[src/rtl/intr_req_gen_if.sv]
// Core-side interrupt handshake of intr_req_gen: mask and acknowledge from the
// CPU core, request level and pending/overflow status back to it.
interface intr_req_gen_if #(
  parameter int PEND_W = 3
) ();
  logic              irq_mask;
  logic              cpu_ack;
  logic              interrupter;
  logic [PEND_W-1:0] pending;
  logic              overflow;

  modport master (
    input  irq_mask,
    input  cpu_ack,
    output interrupter,
    output pending,
    output overflow
  );

  modport slave (
    output irq_mask,
    output cpu_ack,
    input  interrupter,
    input  pending,
    input  overflow
  );
endinterface

[src/rtl/intr_req_gen.sv]
// Interrupt request generator: synchronises/debounces the interrupt button, counts
// presses and presents a level request to the core. Debounce filter under INTR_DEBOUNCE_EN.
module intr_req_gen #(
  parameter int DEBOUNCE_CYCLES = 100000,
  parameter int CNT_W           = 17,
  parameter int PEND_W          = 3,
  parameter int GAP_CYCLES      = 2
) (
  input  logic           clk,
  input  logic           rst,
  input  logic           btn_raw,
  output logic           btn_clean,
  intr_req_gen_if.master core
);

  localparam int                GAP_W    = (GAP_CYCLES > 1) ? $clog2(GAP_CYCLES) : 1;
  localparam logic [GAP_W-1:0]  GAP_LAST = GAP_W'(GAP_CYCLES - 1);
  localparam logic [PEND_W-1:0] PEND_MAX = {PEND_W{1'b1}};

  typedef enum logic [1:0] {
    ST_IDLE   = 2'd0,
    ST_ASSERT = 2'd1,
    ST_GAP    = 2'd2
  } state_e;

  if (DEBOUNCE_CYCLES < 2 || DEBOUNCE_CYCLES > (2 ** CNT_W) - 1 ||
      GAP_CYCLES < 1 || PEND_W < 1) begin : g_bad_params
    $error("intr_req_gen: illegal parameter combination");
  end

  logic [1:0]        sync_r;
  logic              btn_sync_s;
  logic              clean_r;
  logic              clean_d_r;
  logic              press_s;
  logic              ack_take_s;
  logic [PEND_W-1:0] pend_r;
  logic [PEND_W-1:0] pend_nxt_s;
  logic              ovf_r;
  logic              ovf_nxt_s;
  state_e            state_r;
  state_e            state_nxt_s;
  logic [GAP_W-1:0]  gap_r;
  logic [GAP_W-1:0]  gap_nxt_s;
  logic              intr_r;

  // two-flop synchroniser for the asynchronous button level
  always_ff @(posedge clk) begin
    if (rst) begin
      sync_r <= 2'b00;
    end else begin
      sync_r <= {sync_r[0], btn_raw};
    end
  end

  assign btn_sync_s = sync_r[1];

`ifdef INTR_DEBOUNCE_EN
  logic [CNT_W-1:0] cnt_r;
  localparam logic [CNT_W-1:0] DEB_LAST = CNT_W'(DEBOUNCE_CYCLES - 1);

  // clean level follows only after the synchronised level disagrees for the full window
  always_ff @(posedge clk) begin
    if (rst) begin
      cnt_r   <= '0;
      clean_r <= 1'b0;
    end else if (btn_sync_s == clean_r) begin
      cnt_r   <= '0;
    end else if (cnt_r == DEB_LAST) begin
      cnt_r   <= '0;
      clean_r <= btn_sync_s;
    end else begin
      cnt_r   <= cnt_r + CNT_W'(1);
    end
  end
`else
  // filter bypassed: clean level tracks the synchroniser directly
  always_ff @(posedge clk) begin
    if (rst) begin
      clean_r <= 1'b0;
    end else begin
      clean_r <= btn_sync_s;
    end
  end
`endif

  assign press_s    = clean_r & ~clean_d_r;
  assign ack_take_s = core.cpu_ack & (state_r == ST_ASSERT);

  // pending count; a coincident press and acknowledge cancel, so overflow is not flagged
  always_comb begin
    pend_nxt_s = pend_r;
    ovf_nxt_s  = ovf_r;
    case ({press_s, ack_take_s})
      2'b10: begin
        if (pend_r == PEND_MAX) begin
          ovf_nxt_s = 1'b1;
        end else begin
          pend_nxt_s = pend_r + PEND_W'(1);
        end
      end
      2'b01:   pend_nxt_s = pend_r - PEND_W'(1);
      default: pend_nxt_s = pend_r;
    endcase
  end

  // request FSM; acknowledge wins over a mask raised in the same cycle
  always_comb begin
    state_nxt_s = state_r;
    gap_nxt_s   = gap_r;
    case (state_r)
      ST_IDLE: begin
        if ((pend_r != '0) && !core.irq_mask) begin
          state_nxt_s = ST_ASSERT;
        end else begin
          state_nxt_s = ST_IDLE;
        end
      end
      ST_ASSERT: begin
        if (ack_take_s) begin
          state_nxt_s = ST_GAP;
          gap_nxt_s   = '0;
        end else if (core.irq_mask) begin
          state_nxt_s = ST_IDLE;
        end else begin
          state_nxt_s = ST_ASSERT;
        end
      end
      ST_GAP: begin
        if (gap_r == GAP_LAST) begin
          state_nxt_s = ST_IDLE;
          gap_nxt_s   = '0;
        end else begin
          gap_nxt_s   = gap_r + GAP_W'(1);
        end
      end
      default: begin
        state_nxt_s = ST_IDLE;
        gap_nxt_s   = '0;
      end
    endcase
  end

  // state, counters and registered outputs
  always_ff @(posedge clk) begin
    if (rst) begin
      clean_d_r <= 1'b0;
      pend_r    <= '0;
      ovf_r     <= 1'b0;
      state_r   <= ST_IDLE;
      gap_r     <= '0;
      intr_r    <= 1'b0;
    end else begin
      clean_d_r <= clean_r;
      pend_r    <= pend_nxt_s;
      ovf_r     <= ovf_nxt_s;
      state_r   <= state_nxt_s;
      gap_r     <= gap_nxt_s;
      intr_r    <= (state_nxt_s == ST_ASSERT);
    end
  end

  assign core.interrupter = intr_r;
  assign core.pending     = pend_r;
  assign core.overflow    = ovf_r;
  assign btn_clean        = clean_r;

endmodule

[src/flat_wrapper.sv]
// flat-port wrapper written by rule: the top's interface ports become plain ports
module intr_req_gen_flat 
#(
  parameter int DEBOUNCE_CYCLES = 100000,
  parameter int CNT_W           = 17,
  parameter int PEND_W          = 3,
  parameter int GAP_CYCLES      = 2
)
  (clk, rst, btn_raw, btn_clean, core_irq_mask, core_cpu_ack, core_interrupter, core_pending, core_overflow);
  intr_req_gen_if #(.PEND_W(PEND_W)) core_i ();
  input  logic clk;
  input  logic rst;
  input  logic btn_raw;
  output logic btn_clean;
  input wire logic [$bits(core_i.irq_mask)-1:0] core_irq_mask;
  input wire logic [$bits(core_i.cpu_ack)-1:0] core_cpu_ack;
  output wire logic [$bits(core_i.interrupter)-1:0] core_interrupter;
  output wire logic [$bits(core_i.pending)-1:0] core_pending;
  output wire logic [$bits(core_i.overflow)-1:0] core_overflow;
  assign core_i.irq_mask = core_irq_mask;
  assign core_i.cpu_ack = core_cpu_ack;
  assign core_interrupter = core_i.interrupter;
  assign core_pending = core_i.pending;
  assign core_overflow = core_i.overflow;
  intr_req_gen #(.DEBOUNCE_CYCLES(DEBOUNCE_CYCLES), .CNT_W(CNT_W), .PEND_W(PEND_W), .GAP_CYCLES(GAP_CYCLES)) u_core (.clk(clk), .rst(rst), .btn_raw(btn_raw), .btn_clean(btn_clean), .core(core_i));
endmodule
[config.mk]
export PLATFORM = sky130hd
export DESIGN_NAME = intr_req_gen_flat
export DESIGN_NICKNAME = d
export VERILOG_FILES = /design/src/rtl/intr_req_gen_if.sv /design/src/rtl/intr_req_gen.sv /design/src/flat_wrapper.sv
export SDC_FILE = /design/constraint.sdc
export NUM_CORES = 1
export LEC_CHECK = 0
export BUFFER_PORTS_ARGS = -buffer_cell sky130_fd_sc_hd__buf_2
export CORE_AREA = 2 2 39 41
export DETAILED_ROUTE_END_ITERATION = 7
export DIE_AREA = 0 0 41 43
export MAX_ROUTING_LAYER = met4
export PLACE_DENSITY_LB_ADDON = 0.2
export SLEW_MARGIN = 20
export SYNTH_ARGS = -nofsm -noshare
export SYNTH_HDL_FRONTEND = slang
export SYNTH_SLANG_ARGS = --single-unit
[constraint.sdc]
create_clock -name clk -period 1.9 [get_ports clk]
set_input_delay 0.19 -clock clk [delete_from_list [all_inputs] [get_ports clk]]
set_output_delay 0.19 -clock clk [all_outputs]
set_load 0.03 [all_outputs]
==> Word level (Yosys, flattened, before mapping) <==
Index checks and enable logic that the tools add are counted.
{ "classes": {"add_sub_neg": 3, "multipliers": 0, "div_mod_pow": 0, "order_cmp": 0, "eq_ne": 8, "shift": 0, "mux": 10, "bitwise": 4, "reduce_logical": 8} }
{ "op_table": {"columns": ["operator", "n"], "rows": [
  ["$eq 2x1->1 const B", 3],
  ["$pmux 2 s3", 1],
  ["$pmux 3 s2", 1],
  ["$reduce_and 2->1", 3],
  ["$eq 2x2->1 const B", 2],
  ["$mux 1", 4],
  ["$mux 2", 2],
  ["$add 3x1->3 const B", 1],
  ["$eq 3x3->1 const B", 1],
  ["$mux 3", 1],
  ["$pmux 1 s3", 1],
  ["$reduce_bool 3->1", 1],
  ["$sub 3x1->3 const B", 1],
  ["$and 1x1->1", 2],
  ["$logic_not 2->1", 1],
  ["$ne 2x1->1 const B", 1],
  ["$ne 2x2->1 const B", 1],
  ["$not 1->1", 2],
  ["$reduce_bool 2->1", 1],
  ["$add 1x1->1 const B", 1],
  ["$logic_and 1x1->1", 1],
  ["$logic_not 1->1", 1]
]} }
{ "word_totals": {"register_bits": 12, "latch_bits": 0, "ramBits": 0, "romBits": 0, "input_bits": 5, "out_inout_bits": 6, "elab_cells": 41, "memories": 0} }

==> Logic depth before layout (Yosys ltp) <==
{ "logic_depth": {"depth_word": 5, "depth_mapped": 6, "depth_no_buf": 6} }

==> Worst setup path after synthesis <==
No wires, ideal clock.
{ "synth_path": {"path_kind": "flip-flop to flip-flop", "start": "reg u_core.clean_r (netlist: u_core.btn_clean)", "end": "reg u_core.pend_r[2] (netlist: u_core.core.pending[2])", "setup_time_ps": 121, "t_arrival_ps": 1733, "required_time_ps": 1779, "setup_slack_ps": 46, "stages_incl_launch_ff": 7, "n_path_buf": 0, "synth_period_minus_slack_ps": 1854, "cell_sequence": "dfxtp_1 nor2b_1 nor2_1 inv_1 fa_1 mux2i_1 mux2_2"} }
{ "synth_between": {"elab_chain_len": 4, "elab_cells_between_ends": 7, "cone_classes": "eq/ne: 3; mux: 1; bitwise: 1; reduce/logical: 2"} }
{ "synth_lines": {"columns": ["item", "line", "text"], "rows": [
  ["start, declared", "intr_req_gen.sv:33", "logic clean_r;"],
  ["start signal, assigned", "intr_req_gen.sv:82", "clean_r <= btn_sync_s;"],
  ["$and 1x1->1 (*)", "intr_req_gen.sv:87", "assign press_s = clean_r & ~clean_d_r;"],
  ["$eq 2x2->1 / $eq 2x1->1 (equally long branches)", "intr_req_gen.sv:94", "case ({press_s, ack_take_s})"],
  ["$ne 2x2->1 (no source line) / $reduce_bool 2->1 (equally long branches)", null, null],
  ["$reduce_and 2->1 (no source line)", null, null],
  ["end signal, assigned", "intr_req_gen.sv:155", "pend_r <= pend_nxt_s;"],
  ["end, declared", "intr_req_gen.sv:37", "logic [PEND_W-1:0] pend_r;"]
]} }
Every way passes the cells marked *; elsewhere a longest branch is shown, timed or not.
A chain may end at the register's enable or synchronous reset.

==> Final worst setup path <==
{ "layout_path": {"start": "reg u_core.state_r[1]", "end": "reg u_core.pend_r[2] (netlist: u_core.core.pending[2])"} }
{ "layout_between": {"elab_chain_len": 5, "elab_cells_between_ends": 8, "cone_classes": "eq/ne: 4; mux: 1; bitwise: 1; reduce/logical: 2"} }
{ "layout_lines": {"columns": ["item", "line", "text"], "rows": [
  ["start, declared", "intr_req_gen.sv:41", "state_e state_r;"],
  ["start signal, assigned", "intr_req_gen.sv:157", "state_r <= state_nxt_s;"],
  ["$eq 2x1->1 (*)", "intr_req_gen.sv:88", "assign ack_take_s = core.cpu_ack & (state_r == ST_ASSERT);"],
  ["$and 1x1->1 (*)", "intr_req_gen.sv:88", null],
  ["$eq 2x2->1 / $eq 2x1->1 (equally long branches)", "intr_req_gen.sv:94", null],
  ["$ne 2x2->1 (no source line) / $reduce_bool 2->1 (equally long branches)", null, null],
  ["$reduce_and 2->1 (no source line)", null, null]
]} }
Marked as above.

==> impl_metrics.py <==
metrics = {
    "yosys": {
        "ys_warn_count": 0,
        "synth_most_common_cell": "dfxtp_1",
        "synth_cell_type_count": 21,
        "yosysTopAreaCell": "dfxtp_1",
        "synth-edff-count": 0,
        "netlist_top_cells_count": "dfxtp_1 (12), nor2b_1 (6), nor3_1 (5)",
        "synth_area_um2": 485.5,
        "ys_async_sr_fraction": 0,
        "ys.flop_type": "dfxtp_1",
        "netlist.area_leader.share": 0.4948,
        "syn_avg_cell_area_um2": 9.709,
        "synthCells": 50,
        "synth_area_leaders": "dfxtp_1 (49%), nor2b_1 (7.7%), nor3_1 (5.2%)",
        "syn_nets": 56,
        "ys_seq_area_frac": 0.4948,
        "ys_ff_latch": 12,
    },
    "routing": {
        "first_pass_iters": 2,
        "drt_wl_total_um": 851,
        "vias_per_cell": 4.805,
        "wl_per_cell_um": 10.38,
        "vias": 394,
        "ant_nets": 0,
        "drc": 0,
        "dr.first_iter.drc_count": 3,
    },
    "placement": {
        "dpl.hpwl_um": 677.3,
        "place.gp.congestion": 0.7132,
        "placedCellCount": 79,
        "place_area_um2": 581.8,
        "io_buffers": 10,
    },
    "critical_path": {
        "endpoint_kind": "register",
        "critPathArrivalTime_ns": 1.93,
        "crit_fanout": 4,
        "worstReg2RegStart": "u_core.state_r[1]$_SDFF_PP0_",
        "worst_r2r_path_depth": 6,
        "start_kind": "register",
        "path_class": "register to register",
        "startpoint": "u_core.state_r[1]$_SDFF_PP0_",
        "worstPathRequired_ns": 2.06,
    },
    "worst_hold_path": {
        "hold_start": "core_irq_mask",
        "hp-class": "input pin to register",
        "whs_path_depth": 2,
    },
    "clock_tree": {
        "clk_pin_slew_worst_paths_ns": 0.07,
        "h-tree-depth": 1,
        "numClockSinks": 12,
        "numCtsBuffers": 3,
        "post_cts_buffers": 0,
        "max-clock-path-buffers": 2,
        "cts_tree": "done",
        "clock_latency_ns": 0.26,
        "root_buffer": "clkbuf_4",
        "cts_hold_buf": 0,
    },
    "finish": {
        "layoutNonFillerInstCount": 82,
        "synthToLayoutAreaGrowth_pct": 25.00,
        "fin_area_um2": 606.8,
        "drive_above_1_share": 0.3333,
        "diodes": 0,
        "final_core_util": 0.4385,
        "nets": 74,
    },
    "sta": {
        "slew_headroom": 0.7079,
        "finalMaxSlewViolations": 0,
        "post-route-min-period_ns": 1.779,
        "finalHoldViolCount": 0,
        "clock_skew_ns": 0.002750,
        "fmax_mhz": 562.1,
        "finalSetupViolCount": 0,
        "rsz0062_at_grt": "false",
        "timing.final.crit_share": 0.9364,
        "tightestPinTransition_ns": 0.4326,
        "holdWs_ns": 0.09734,
        "finalSetupTns_ns": 0,
    },
    "floorplanning": {
        "die_height_um": 43,
        "start_util": 0.3508,
        "ios": 11,
        "rows": 14,
        "core_um2": 1384,
        "fp.dieW_um": 41,
        "die-area_um2": 1763,
    },
    "run_status": {
        "run_status": "complete, no violations",
    },
    "flow_run": {
        "maxCapViolations": 0,
    },
    "global_routing": {
        "grtUsageTotal": 0.1344,
        "grt_max_degree": 14,
        "overflow": 0,
        "first_global_vias": 389,
        "antenna_found_initial": 0,
        "grt_pass1_wl_mm": 1.490,
    },
    "pwr": {
        "power_density_nw_per_um2": 741.2,
        "max-vdd-ir-drop_mv": 0.4081,
        "leakage_nw": 0.2551,
    },
}
-- state kept, by name, indices dropped and copies added (netlist names) --
register and count:
u_core.core.pending 3, u_core.state_r 2, u_core.sync_r 2, u_core.btn_clean 1
u_core.clean_d_r 1, u_core.core.interrupter 1, u_core.core.overflow 1, u_core.gap_r 1
-- cell usage in the layout, fill, tap and decap left out --
cell type,Yosys,layout
clkbuf_4,0,3
and3b_1,1,1
a31oi_1,1,1
nor2b_1,6,6
and3_1,1,1
nand2_1,2,2
nand3_1,1,1
mux2_2,1,1
nor3_1,5,5
dfxtp_1,12,12
buf_4,0,4
nand2b_4,1,1
a21oi_1,4,4
nor2_2,0,1
nor2_1,4,3
fa_1,1,1
a21oi_2,1,1
inv_1,3,3
or3_4,1,1
mux2i_1,1,1
a21o_1,1,1
buf_2,0,10
o41ai_1,1,1
nand3b_1,1,1
-- final timing paths --
check / endpoint / slack, ns
hold / removal: u_core.state_r[0]$_SDFF_PP0_ / 0.1
hold reg to reg: u_core.sync_r[1]$_SDFF_PP0_ / 0.45
setup / recovery: u_core.core.pending[2]$_SDFFE_PP0P_ / 0.12
setup reg to reg: u_core.core.pending[2]$_SDFFE_PP0P_ / 0.12
-- metal layers --
metal | track usage | share of wire | vias to the layer above
li1 | - | - | 203
met1 | 0.1699 | 0.46 | 181
met2 | 0.1688 | 0.48 | 8
met3 | 0.04712 | 0.041 | 2
met4 | 0.1000 | 0.014 | 0
met5 | - | 0 | -
-- worst max-delay path, cell delays in order, from the launching register on --
cell	delay, ns
dfxtp_1	0.33
nand3b_1	0.20
nor2_2	0.14
inv_1	0.08
fa_1	0.39
mux2i_1	0.19
mux2_2	0.35
-- metrics by stage --
stage                     total power, mW  setup WS [ns]
after floorplan                    0.2930        0.04622
after global placement             0.3079        0.09975
after detailed placement           0.3082        0.06778
after CTS                          0.4556        0.05564
after global routing               0.4762        0.02530
final                              0.4498         0.1208
-- area by class of cell --
class / count / area [um^2]
Sequential cell: 12 / 240.2
Tap cell: 16 / 20.02
Fill cell: 147 / 777.0
Inverter: 3 / 11.26
Clock buffer: 3 / 22.52
Timing Repair Buffer: 14 / 80.08
Multi-Input combinational cell: 34 / 232.7
-- report_power, final --
| group | leakage (nW) | switching, mW | internal [mW] | total, mW |
|---|---|---|---|---|
| combinational | 0.144 | 0.0227 | 0.0170 | 0.0397 |
| clock | 0.0138 | 0.0747 | 0.0731 | 0.148 |
| sequential | 0.0974 | 0.00386 | 0.258 | 0.262 |
| total | 0.255 | 0.101 | 0.349 | 0.450 |
-- timing repair --
item                                    CTS  global route
endpoints found under the hold margin     0             0
endpoints found under the setup margin    0             1
resized for setup                         0             1
-- cells by family after synthesis --
group | after synthesis | synth area share
simple gates | 23 | 0.2835
compound gates | 8 | 0.1057
mux | 2 | 0.04381
buf+inv | 4 | 0.03092
fa+ha+maj | 1 | 0.04124
flops | 12 | 0.4948
Note: power is estimated with default switching activity, not from simulation.
